[config.mk]
export PLATFORM = sky130hd
export DESIGN_NAME = llc_bus_interface_flat
export DESIGN_NICKNAME = d
export VERILOG_FILES = /design/src/rtl/llc_bus_if.sv /design/src/rtl/llc_bus_interface.sv /design/src/flat_wrapper.sv
export SDC_FILE = /design/constraint.sdc
export NUM_CORES = 1
export LEC_CHECK = 0
export CAP_MARGIN = 20
export CELL_PAD_IN_SITES_DETAIL_PLACEMENT = 1
export CELL_PAD_IN_SITES_GLOBAL_PLACEMENT = 1
export CORE_ASPECT_RATIO = 1.2
export CORE_MARGIN = 1
export CORE_UTILIZATION = 34
export CTS_CLUSTER_DIAMETER = 40
export DETAILED_ROUTE_END_ITERATION = 8
export PLACE_DENSITY_LB_ADDON = 0.3
export RECOVER_POWER = 100
export SYNTH_ARGS = -nofsm -noshare
export SYNTH_HDL_FRONTEND = slang
export SYNTH_SLANG_ARGS = --single-unit
[constraint.sdc]
create_clock -name clk -period 2 [get_ports clk]
set_input_delay 0.6 -clock clk [delete_from_list [all_inputs] [get_ports clk]]
set_output_delay 0.6 -clock clk [all_outputs]
set_load 0.05 [all_outputs]
[src/rtl/llc_bus_if.sv]
// llc_bus_if: request/response handshake and system-bus signals of the LLC bus interface
interface llc_bus_if #(
    parameter int ADDR_BITS  = 32,
    parameter int N_SNOOPERS = 3
);
    logic                    req_valid;
    logic                    req_ready;
    logic [2:0]              req_op;
    logic [ADDR_BITS-1:0]    req_addr;
    logic                    rsp_valid;
    logic                    rsp_ready;
    logic [1:0]              rsp_snoop;
    logic                    rsp_err;
    logic                    bus_cmd_valid;
    logic [2:0]              bus_cmd;
    logic [ADDR_BITS-1:0]    bus_addr;
    logic [2*N_SNOOPERS-1:0] snoop_in;
    logic                    bus_wb_done;
    logic                    bus_beat;
    modport slave (
        input  req_valid, req_op, req_addr, rsp_ready, snoop_in, bus_wb_done, bus_beat,
        output req_ready, rsp_valid, rsp_snoop, rsp_err, bus_cmd_valid, bus_cmd, bus_addr
    );
    modport master (
        output req_valid, req_op, req_addr, rsp_ready, snoop_in, bus_wb_done, bus_beat,
        input  req_ready, rsp_valid, rsp_snoop, rsp_err, bus_cmd_valid, bus_cmd, bus_addr
    );
endinterface

[src/rtl/llc_bus_interface.sv]
// llc_bus_interface: runs LLC bus operations through address, snoop, write-back retry and data phases
module llc_bus_interface #(
    parameter int ADDR_BITS        = 32,
    parameter int BYTE_OFFSET_BITS = 6,
    parameter int N_SNOOPERS       = 3,
    parameter int SNOOP_DELAY      = 2,
    parameter int BEATS            = 8,
    parameter int WB_TIMEOUT       = 64,
    parameter int MAX_RETRY        = 2
) (
    input logic      clk,
    input logic      rst_n,
    llc_bus_if.slave bus
);
    localparam int CW = $clog2(WB_TIMEOUT + BEATS + SNOOP_DELAY + 1);
    localparam int RW = $clog2(MAX_RETRY + 2);
    typedef enum logic [2:0] {IDLE, ADDR, SNOOP, WAIT_WB, DATA, RESP} state_t;
    state_t                state_q, state_d;
    logic [CW-1:0]         cnt_q, cnt_d;
    logic [RW-1:0]         retry_q, retry_d;
    logic [2:0]            cmd_q, cmd_d;
    logic [ADDR_BITS-1:0]  addr_q, addr_d;
    logic [1:0]            last_q, last_d, comb;
    logic                  sticky_q, sticky_d, err_q, err_d, live_q, live_d;
    logic                  any_m, any_h, inc;
    always_comb begin
        any_m = 1'b0;
        any_h = 1'b0;
        for (int i = 0; i < N_SNOOPERS; i++) begin
            any_m = any_m | (bus.snoop_in[2*i +: 2] == 2'd2);
            any_h = any_h | (bus.snoop_in[2*i +: 2] == 2'd1);
        end
        comb = any_m ? 2'd2 : any_h ? 2'd1 : 2'd0;
    end
    // cmd_q doubles as the registered op: it is only loaded for legal operations
    always_comb begin
        state_d  = state_q;
        retry_d  = retry_q;
        cmd_d    = cmd_q;
        addr_d   = addr_q;
        last_d   = last_q;
        sticky_d = sticky_q;
        err_d    = err_q;
        live_d   = 1'b1;
        case (state_q)
            IDLE: if (bus.req_valid && live_q) begin
                retry_d  = '0;
                last_d   = 2'd0;
                sticky_d = 1'b0;
                err_d    = 1'b0;
                if (bus.req_op != 3'd0 && bus.req_op <= 3'd4) begin
                    cmd_d   = bus.req_op;
                    addr_d  = {bus.req_addr[ADDR_BITS-1:BYTE_OFFSET_BITS], {BYTE_OFFSET_BITS{1'b0}}};
                    state_d = ADDR;
                end else begin
                    err_d   = 1'b1;
                    state_d = RESP;
                end
            end
            ADDR: state_d = SNOOP;
            SNOOP: if (cnt_q == CW'(SNOOP_DELAY - 1)) begin
                last_d   = comb;
                sticky_d = sticky_q | any_m;
                if (any_m && (cmd_q == 3'd1 || cmd_q == 3'd4)) begin
                    if (retry_q < RW'(MAX_RETRY)) begin
                        retry_d = retry_q + 1'b1;
                        state_d = WAIT_WB;
                    end else begin
                        err_d   = 1'b1;
                        state_d = RESP;
                    end
                end else
                    state_d = (cmd_q == 3'd3) ? RESP : DATA;
            end
            WAIT_WB: if (bus.bus_wb_done)
                state_d = ADDR;
            else if (cnt_q == CW'(WB_TIMEOUT - 1)) begin
                err_d   = 1'b1;
                state_d = RESP;
            end
            DATA: if (bus.bus_beat && cnt_q == CW'(BEATS - 1)) state_d = RESP;
            RESP: if (bus.rsp_ready) state_d = IDLE;
            default: state_d = IDLE;
        endcase
        inc   = (state_q == SNOOP) || (state_q == WAIT_WB) || (state_q == DATA && bus.bus_beat);
        cnt_d = (state_d != state_q) ? '0 : cnt_q + CW'(inc);
    end
    always_ff @(posedge clk or negedge rst_n) begin
        if (!rst_n) begin
            state_q  <= IDLE;
            cnt_q    <= '0;
            retry_q  <= '0;
            cmd_q    <= '0;
            addr_q   <= '0;
            last_q   <= '0;
            sticky_q <= 1'b0;
            err_q    <= 1'b0;
            live_q   <= 1'b0;
        end else begin
            state_q  <= state_d;
            cnt_q    <= cnt_d;
            retry_q  <= retry_d;
            cmd_q    <= cmd_d;
            addr_q   <= addr_d;
            last_q   <= last_d;
            sticky_q <= sticky_d;
            err_q    <= err_d;
            live_q   <= live_d;
        end
    end
    assign bus.req_ready     = (state_q == IDLE) && live_q;
    assign bus.rsp_valid     = (state_q == RESP);
    assign bus.rsp_snoop     = sticky_q ? 2'd2 : last_q;
    assign bus.rsp_err       = err_q;
    assign bus.bus_cmd_valid = (state_q == ADDR);
    assign bus.bus_cmd       = cmd_q;
    assign bus.bus_addr      = addr_q;
endmodule

[src/flat_wrapper.sv]
// flat-port wrapper written by rule: the top's interface ports become plain ports
module llc_bus_interface_flat 
#(
    parameter int ADDR_BITS        = 32,
    parameter int BYTE_OFFSET_BITS = 6,
    parameter int N_SNOOPERS       = 3,
    parameter int SNOOP_DELAY      = 2,
    parameter int BEATS            = 8,
    parameter int WB_TIMEOUT       = 64,
    parameter int MAX_RETRY        = 2
)
  (clk, rst_n, bus_req_valid, bus_req_op, bus_req_addr, bus_rsp_ready, bus_snoop_in, bus_bus_wb_done, bus_bus_beat, bus_req_ready, bus_rsp_valid, bus_rsp_snoop, bus_rsp_err, bus_bus_cmd_valid, bus_bus_cmd, bus_bus_addr);
  llc_bus_if #(.ADDR_BITS(ADDR_BITS), .N_SNOOPERS(N_SNOOPERS)) bus_i ();
  input logic clk;
  input logic rst_n;
  input wire logic [$bits(bus_i.req_valid)-1:0] bus_req_valid;
  input wire logic [$bits(bus_i.req_op)-1:0] bus_req_op;
  input wire logic [$bits(bus_i.req_addr)-1:0] bus_req_addr;
  input wire logic [$bits(bus_i.rsp_ready)-1:0] bus_rsp_ready;
  input wire logic [$bits(bus_i.snoop_in)-1:0] bus_snoop_in;
  input wire logic [$bits(bus_i.bus_wb_done)-1:0] bus_bus_wb_done;
  input wire logic [$bits(bus_i.bus_beat)-1:0] bus_bus_beat;
  output wire logic [$bits(bus_i.req_ready)-1:0] bus_req_ready;
  output wire logic [$bits(bus_i.rsp_valid)-1:0] bus_rsp_valid;
  output wire logic [$bits(bus_i.rsp_snoop)-1:0] bus_rsp_snoop;
  output wire logic [$bits(bus_i.rsp_err)-1:0] bus_rsp_err;
  output wire logic [$bits(bus_i.bus_cmd_valid)-1:0] bus_bus_cmd_valid;
  output wire logic [$bits(bus_i.bus_cmd)-1:0] bus_bus_cmd;
  output wire logic [$bits(bus_i.bus_addr)-1:0] bus_bus_addr;
  assign bus_i.req_valid = bus_req_valid;
  assign bus_i.req_op = bus_req_op;
  assign bus_i.req_addr = bus_req_addr;
  assign bus_i.rsp_ready = bus_rsp_ready;
  assign bus_i.snoop_in = bus_snoop_in;
  assign bus_i.bus_wb_done = bus_bus_wb_done;
  assign bus_i.bus_beat = bus_bus_beat;
  assign bus_req_ready = bus_i.req_ready;
  assign bus_rsp_valid = bus_i.rsp_valid;
  assign bus_rsp_snoop = bus_i.rsp_snoop;
  assign bus_rsp_err = bus_i.rsp_err;
  assign bus_bus_cmd_valid = bus_i.bus_cmd_valid;
  assign bus_bus_cmd = bus_i.bus_cmd;
  assign bus_bus_addr = bus_i.bus_addr;
  llc_bus_interface #(.ADDR_BITS(ADDR_BITS), .BYTE_OFFSET_BITS(BYTE_OFFSET_BITS), .N_SNOOPERS(N_SNOOPERS), .SNOOP_DELAY(SNOOP_DELAY), .BEATS(BEATS), .WB_TIMEOUT(WB_TIMEOUT), .MAX_RETRY(MAX_RETRY)) u_core (.clk(clk), .rst_n(rst_n), .bus(bus_i));
endmodule
==> impl_summary.txt <==
----------------------------------------------------
[Clock tree]
  H-Tree Depth ... 2
  Worst-skew pair later-pin latency ... 290 ps
  Clock-pin slew on the worst setup and hold paths ... 90 ps
  Root Buffer Master ... clkbuf_8
  CTS tree ... yes
  CTS Buf Count ... 5
  Clock net sink count ... 46
  Worst-case clock buffer depth ... 2

[Synth]
  Mean area per synthesized cell ... 11.9 µm²
  Synthesized cell area ... 2350 µm²
  Seq/Total Area, Yosys ... 0.490
  Flip-flop cell with the highest count after synthesis ... dfrtp_1
  Cell count after synthesis ... 197
  Yosys reg bits ... 46
  Synth unique cells ... 47
  Async SR Flop Fraction ... 1.00
  Yosys warns ... 0
  Number of enable-type register cells in the synthesized netlist ... 0

[STA]
  Slew at the pin closest to its max-slew limit ... 1150 ps
  Minimum clock period after layout ... 1930 ps
  Slew HR ... 0.232
  Worst Clk Skew ... 6.98 ps
  Total count of hold-check failures in the final report ... 0
  Timing-limited maximum frequency ... 519 MHz
  Final count of pins violating max slew ... 0
  Final setup fails ... 0
  Ratio of final minimum period to clock period ... 0.963
  Worst hold slack ... 503 ps
  Total Negative Setup Slacks ... 0 ps

[Detailed routing]
  Total number of vias ... 1862
  Average via count per standard cell ... 4.89
  Routed WL per cell ... 14.8 µm
  Total wire length ... 5650 µm
  Number of DRC markers in iteration 0 ... 52
  DR pass1 iterations ... 4
  DRC Markers ... 0
  Post-DRT Antenna Nets ... 0

[Placement]
  Number of cells in the design after placement ... 366
  Placed wire-length estimate after detailed placement ... 4270 µm
  Routability Congestion ... 0.739
  Count of buffers inserted at the top-level ports ... 75

[Critical path]
  Slowest CP cell ... clkdlybuf4s50_1
  Critical Path End Type ... register
  Data arrival, critical path ... 2150 ps
  Maximum single-stage delay on the critical path ... 430 ps
  CP cell instances ... clkdlybuf4s50_1 -> nand2b_1 -> a311oi_4 -> a21oi_2 -> o21a_4 -> nor3b_2
  Worst Path Required ... 2220 ps
  Depth of the worst register-to-register path ... 7
  Critical path launch point type ... input pin
  Crit path kind ... in2reg
  Crit Path Max Fanout ... 7

[Floorplan]
  Core Box Area ... 6570 µm²
  Starting utilization of the core area ... 0.357
  Horiz. Die Dim ... 77.9 µm
  I/O pin cnt ... 88
  Die Span Y ... 93.0 µm
  Rows ... 32
  Die ar. ... 7240 µm²

[Pwr]
  Proportion of power drawn by combinational gates ... 0.554
  P per Cell Area ... 1590 nW/µm²
  Sequential group share of total power ... 0.292
  Switching part of the total power ... 0.483
  Peak VDD IR ... 1020 µV
  Cell Int Power ... 0.00278 W
  Clock power share ... 0.154
  Net switching component of the power ... 0.00260 W
  Cell leakage power ... 1.45 nW
  Total power ... 0.00538 W

[Hold path]
  Min-Delay Path Class ... reg2reg
  Depth of the worst hold-timing path ... 1

[Layout]
  Number of nets in the layout ... 344
  Proportion of layout cells with a drive suffix above 1 ... 0.328
  Most common cell after layout, fill and taps aside ... dfrtp_1
  Layout Cells excl Fill ... 381
  Synthesis-to-layout area growth ... 44.2%
  ANT cells ... 0
  Highest-count cells in the layout ignoring fill and taps ... 45 x dfrtp_1, 36 x clkdlybuf4s50_1, 29 x mux2_2, 28 x clkbuf_1, 21 x buf_4

[Flow run]
  Max Cap Violations ... 0

[GRT]
  Remaining global-route overflow ... 0
  GR Util All Layers ... 0.167
  Vias in the first global route ... 2003
  Initial antenna violation count ... 0
  Maximum number of pins on one net before global-route repair ... 47
  Global-route wire length before repair ... 9370 µm

[Run status]
  Result of the run ... complete, no violations

----------------------------------------------------
synthesized netlist by cell type, types with 2 or more instances:
cell	instances	area share
xnor2_1	3	0.011
nor3_2	7	0.030
nand4_1	4	0.011
nand2b_1	5	0.013
o31ai_1	2	0.0064
xor2_1	4	0.015
and3_1	4	0.011
buf_6	4	0.019
mux2_2	29	0.14
nand3_1	7	0.015
ha_1	2	0.011
nor2_1	5	0.0080
a21oi_1	9	0.019
conb_1	2	0.0032
nor3b_2	2	0.011
nor3_1	2	0.0043
o21ai_0	5	0.011
dfrtp_1	46	0.49
inv_1	6	0.0096
buf_4	8	0.026
nor2b_1	3	0.0080
o31a_1	2	0.0075
nand2_1	12	0.019
area by class of cell:
type | instances | area (µm²)
fillers | 746 | 3180
well taps | 85 | 106
inverters | 7 | 28.8
multi-input cells | 136 | 1150
flip-flops and latches | 46 | 1150
clock inverters | 3 | 68.8
clock buffers | 5 | 68.8
repair buffers | 99 | 806
metal layers:
metal / GRT usage / part of all wire
met5: 0 / 0
met4: 0.0472 / 0.0074
met3: 0.0420 / 0.048
met2: 0.304 / 0.56
met1: 0.191 / 0.39
metrics by stage:
step	worst slack [ps]	util	instance area (µm²)
2_1_floorplan	28.6	-	2370
6_report	73.3	0.515	3380
4_1_cts	-23.0	0.517	3390
5_1_grt	-6.44	0.515	3380
3_5_place_dp	-405	0.493	3240
3_3_place_gp	-341	0.493	3240
registers in the layout, indices dropped and copies added, names as in the netlist:
register	flops
u_core.bus.rsp_err	1
u_core.live_q	1
u_core.last_q	2
u_core.retry_q	2
u_core.bus.bus_cmd	3
u_core.cnt_q	7
u_core.bus.bus_addr	26
u_core.sticky_q	1
u_core.state_q	3
power groups by stage:
stage / clock [W] / sequential [W] / combinational (W)
after floorplan: 0 / 0.00259 / 0.00107
after global placement: 0 / 0.00156 / 0.00308
after detailed placement: 0 / 0.00159 / 0.00313
after CTS: 0.000846 / 0.00158 / 0.00318
after global routing: 0.000885 / 0.00163 / 0.00316
final: 0.000827 / 0.00157 / 0.00298
kinds of logic after synthesis:
kind of cell,share of synthesized area
AOI/OAI and AO/OA,0.0976
other,0.00320
DFF,0.490
and+or+nand+nor,0.175
muxes,0.139
buffers and inverters,0.0581
adders and majority gates,0.0107
xor gates and xnor gates,0.0261
critical path, delay by kind of cell:
| kind | cells | cell delay, ps |
|---|---|---|
| AO/OA/AOI/OAI | 3 | 750 |
| AND/OR/NAND/NOR | 2 | 370 |
| buffers and inverters | 1 | 430 |
worst paths after layout:
path / start / end / slack, ps
max in group asynchronous: rst_n / u_core.state_q[2] / 620
min in group asynchronous: rst_n / u_core.bus.bus_addr[18] / 610
setup / recovery: bus_snoop_in[4] / u_core.cnt_q[1] / 70
hold reg to reg: u_core.last_q[1] / u_core.last_q[1] / 500
hold / removal: u_core.last_q[1] / u_core.last_q[1] / 500
setup reg to reg: u_core.state_q[0] / u_core.cnt_q[5] / 180
what timing repair did:
item                       in CTS  in global routing
setup buffers                   2                  5
hold endpoints to repair        0                  0
setup endpoints to repair      10                 20
hold buffers                    0                  0
pin swaps                       2                 10
resized for setup               3                 14
Note: power is estimated with default switching activity, not from simulation.
